--- config.mk ---
export PLATFORM = sky130hd
export DESIGN_NAME = booth_mult_seq
export DESIGN_NICKNAME = d
export VERILOG_FILES = /design/src/rtl/booth_mult_seq.sv
export SDC_FILE = /design/constraint.sdc
export NUM_CORES = 1
export LEC_CHECK = 0
export CORE_MARGIN = 1.5
export CORE_UTILIZATION = 54
export DETAILED_ROUTE_END_ITERATION = 12
export PLACE_DENSITY_LB_ADDON = 0.1
export SETUP_SLACK_MARGIN = 0.15
export SYNTH_ARGS = -nofsm -noshare
export SYNTH_HDL_FRONTEND = slang
export SYNTH_SLANG_ARGS = --single-unit
--- constraint.sdc ---
create_clock -name clk -period 3.79 [get_ports clk]
set_input_delay 0.758 -clock clk [delete_from_list [all_inputs] [get_ports clk]]
set_output_delay 0.758 -clock clk [all_outputs]
set_load 0.005 [all_outputs]
--- src/rtl/booth_mult_seq.sv ---
// rtl/booth_mult_seq.sv - iterative radix-2 Booth multiplier with valid/ready handshake
module booth_mult_seq #(
   parameter  int WIDTH = 16,
   localparam int CNT_W = $clog2(WIDTH + 2)
) (
   input  logic                 clk,
   input  logic                 rst_n,
   input  logic                 in_valid,
   output logic                 in_ready,
   input  logic                 is_signed,
   input  logic [WIDTH-1:0]     multiplicand,
   input  logic [WIDTH-1:0]     multiplier,
   output logic                 out_valid,
   input  logic                 out_ready,
   output logic [2*WIDTH-1:0]   product,
   output logic                 busy
);

   typedef enum logic [1:0] {
      IDLE = 2'd0,
      CALC = 2'd1,
      DONE = 2'd2
   } state_t;

   localparam logic [CNT_W-1:0] LAST_STEP = CNT_W'(WIDTH);

   state_t           state;
   state_t           state_next;
   logic [WIDTH:0]   ext_a;
   logic [WIDTH:0]   acc;
   logic [WIDTH:0]   q;
   logic             q_m1;
   logic [CNT_W-1:0] cnt;
   logic [WIDTH:0]   sum;
   logic [WIDTH:0]   acc_sh;
   logic [WIDTH:0]   q_sh;
   logic             last_step;

   assign in_ready  = (state == IDLE);
   assign busy      = (state != IDLE);
   assign out_valid = (state == DONE);
   assign last_step = (cnt == LAST_STEP);

   // State register; reset wins over any in-flight operation.
   always_ff @(posedge clk) begin
      if (!rst_n) state <= IDLE;
      else        state <= state_next;
   end

   // Next-state logic: accept only in IDLE, finish after WIDTH+1 steps, release on out_ready.
   always_comb begin
      state_next = state;
      case (state)
         IDLE:    if (in_valid)  state_next = CALC;
         CALC:    if (last_step) state_next = DONE;
         DONE:    if (out_ready) state_next = IDLE;
         default: state_next = IDLE;
      endcase
   end

   // One Booth step: add/subtract the extended multiplicand, then arithmetic shift {acc, q, q_m1}.
   always_comb begin
      sum = acc;
      case ({q[0], q_m1})
         2'b01:   sum = acc + ext_a;
         2'b10:   sum = acc - ext_a;
         default: sum = acc;
      endcase
      acc_sh = {sum[WIDTH], sum[WIDTH:1]};
      q_sh   = {sum[0], q[WIDTH:1]};
   end

   // Datapath: operands extended to WIDTH+1 bits so min*min and max*max stay exact.
   always_ff @(posedge clk) begin
      if (!rst_n) begin
         ext_a   <= '0;
         acc     <= '0;
         q       <= '0;
         q_m1    <= 1'b0;
         cnt     <= '0;
         product <= '0;
      end else begin
         case (state)
            IDLE: begin
               if (in_valid) begin
                  ext_a <= {is_signed & multiplicand[WIDTH-1], multiplicand};
                  q     <= {is_signed & multiplier[WIDTH-1], multiplier};
                  acc   <= '0;
                  q_m1  <= 1'b0;
                  cnt   <= '0;
               end
            end
            CALC: begin
               acc  <= acc_sh;
               q    <= q_sh;
               q_m1 <= q[0];
               cnt  <= cnt + CNT_W'(1);
               if (last_step) product <= {acc_sh[WIDTH-2:0], q_sh};
            end
            default: ;
         endcase
      end
   end

endmodule

==> run metrics <==
FMAX=slightly above 300 MHz; Post-Synthesis Cell Area=4640 µm²; H-Tree Depth=3; Unique masters post-synth=between 40 and 50; Fin Clk Skew=11.9 ps; largest net degree at the start of global routing=55; dpl hpwl=8080 µm; top post-synthesis cells by count=134 x nand2_1, 90 x dfxtp_1, 77 x a21oi_1; starting density of the core=56.2%; Area contributors post-synth=dfxtp_1 39%, nand2_1 11%, a21oi_1 8.3%; Final Setup Violations=0; min Tclk post-route=3230 ps; Comb pwr share=25.3%; Pwr Density=just under 400 nW/µm²; cell-internal power=1.47 mW; die area=~9200 µm²; synth warn=0; Synth top area share=38.8%; n_diodes=0; DR WL/cell=14.5 µm; clk slew on worst S/H paths=100 ps; Setup WS pre-CTS=561 ps; post-route DRC violation count=0; WL final=11300 µm; Post-synth top flop=dfxtp_1; fin nets=roughly 730; CP Data Arrival Time=3510 ps; slack of the critical path=between 500 and 600 ps; max-slew violations=0; EDFF count, synth=0; FF+latch area=1800 µm²; area grow syn2layout=20.8%; total global-route track usage=a little over a quarter; Pwr Total=2.20 mW; Num CTS Buffers=9; required time of the critical path=4070 ps; WHS Path Cells=2; Synth Instances=614; CP Class=reg -> reg; RSZ-0062 raised after global routing=no; cells on worst reg2reg path=10; max-cap viol count=0; Via density=5.61; LEAKAGE=2.10 nW; hold buffer count at cts=0; DIE HEIGHT=95.7 µm; io pins=72; Hold/Removal Path Class=reg -> reg; row cnt=33; flops & latches, synth=90; first-pass GRT wire length=about 19000 µm; slowest CP cell=ha_1; post-route ant nets=0; initial DRC count=204; clock latency at the later pin of the worst-skew pair=360 ps; grt ovf=0; slowest cell delay on critical path=490 ps; Clk pwr share=28.5%; multi-input logic area=about 2600 µm²; Initial DRT Pass Iterations=5; initial antenna violation count=0; vias in the first global route=4219; Final Cell Area=5600 µm²; status=finished clean; Resize count post-CTS=0; via count=about 4400; CP endpoint kind=flop; Worst setup endpoint=acc[15]$_SDFFE_PN0P_; VDD IR max=352 µV; Root Buffer=clkbuf_8; Avg Cell Area, Syn=7.55 µm²; final setup TNS=0 ps; Critical Path Source=q[0]$_SDFFE_PN0P_; Mapped Nets=672; Seq pwr share=46.2%; # port buffers=71; worst path cell trace=ha_1, mux2_2, fa_1, and2b_1, o2111ai_2, a21oi_2, a211o_1, a221oi_2, or3_1, o311ai_1; final hold violations=0; Post-CTS Setup Bufs=0; register area share after synthesis=38.8%; Yosys top cell by area=dfxtp_1; FF-to-FF Start=q[0]$_SDFFE_PN0P_; Worst Hold Launch=product[7]$_SDFFE_PN0P_; CTS tree=done; CP startpoint kind=flop; core area=8260 µm²; flop2flop setup slack=~560 ps; global placement routability congestion=between 0.8 and 0.9; Clock Tree Buf Depth=2; Horiz. Die Dim=between 90 and 100 µm; crit-path max FO=16; ys async rst share=0%; Tcrit/Tclk final=85.2%; sw frac=33.3%; cell with the most instances after synthesis=nand2_1; layout cells sized above 1=5.34%; switching power=0.734 mW; worst-margin pin slew=827 ps; Layout fillers=747; reg2reg end=acc[15]$_SDFFE_PN0P_; area post-placement=around 5400 µm²; Slew Limit Headroom=44.9%; CTS sink cnt=90
[kinds of logic (layout without fill, tap and decap cells)]
group | count (synthesis) | in the layout | share of synthesized area, %
mux | 7 | 7 | 1.56
simple gates | 252 | 252 | 22.7
fa+ha+maj | 21 | 21 | 5.83
buf+inv | 56 | 116 | 4.69
compound gates | 160 | 160 | 21.1
flops | 90 | 90 | 38.8
xor+xnor | 28 | 28 | 5.29
[power groups by stage]
stage	Clock (mW)	Combinational, mW	Sequential [mW]
floorplan	0	0.418	1.03
global placement	0	0.539	1.04
detailed placement	0	0.551	1.04
CTS	0.652	0.555	1.02
global route	0.677	0.626	1.02
finish	0.628	0.556	1.02
[area by class of cell]
class / instances / share of cell area [%]
multi-input combinational: 468 / 46.8
timing repair buffer: 83 / 14.3
clock buffer: 9 / 2.21
clock inverter: 7 / 1.09
tap: 105 / 2.34
sequential: 90 / 32.2
inverter: 17 / 1.14
[worst max-delay path, delay by kind of cell, from the launching register on]
kind / cells / cell delay, ps
adders and majority gates: 2 / 890
AOI/OAI and AO/OA: 5 / 840
muxes: 1 / 420
DFF: 1 / 360
and+or+nand+nor: 2 / 630
[how the worst min path moves through the flow]
stage	end
3_3_place_gp	cnt[4]$_SDFFE_PN0P_
4_1_cts	product[7]$_SDFFE_PN0P_
6_report	product[7]$_SDFFE_PN0P_
5_1_grt	product[1]$_SDFFE_PN0P_
3_5_place_dp	product[7]$_SDFFE_PN0P_
2_1_floorplan	cnt[4]$_SDFFE_PN0P_
[flip-flops by register name (all words and copies together), names as in the netlist]
signal   flops
product     32
ext_a       17
q           17
acc         16
cnt          5
state        2
q_m1         1
[per-layer routing]
layer / track usage [%] / wire length (µm)
met2: 46.3 / 5530
met5: 0 / 0
met4: 8.09 / 205
met3: 4.70 / 462
met1: 31.7 / 5090
[layout by cell type, fill, tap and decap left out, types with 12 or more instances in the layout]
cell type and n:
xnor2_1 18, a21oi_1 77, nor2_1 63, inv_1 16, clkdlybuf4s50_1 71, nand2_1 134
nand3_1 19, a311oi_1 16, buf_4 12, nor3_1 14, ha_1 20, o21ai_0 26
dfxtp_1 90
[through the flow]
step	utilization, %	cells	hold slack, ps
after floorplan	-	614	414
final	67.9	779	457
after detailed placement	65.6	763	446
after CTS	67.9	779	461
after global placement	65.6	763	440
after global routing	67.9	779	484
Note: power is estimated with default switching activity, not from simulation.
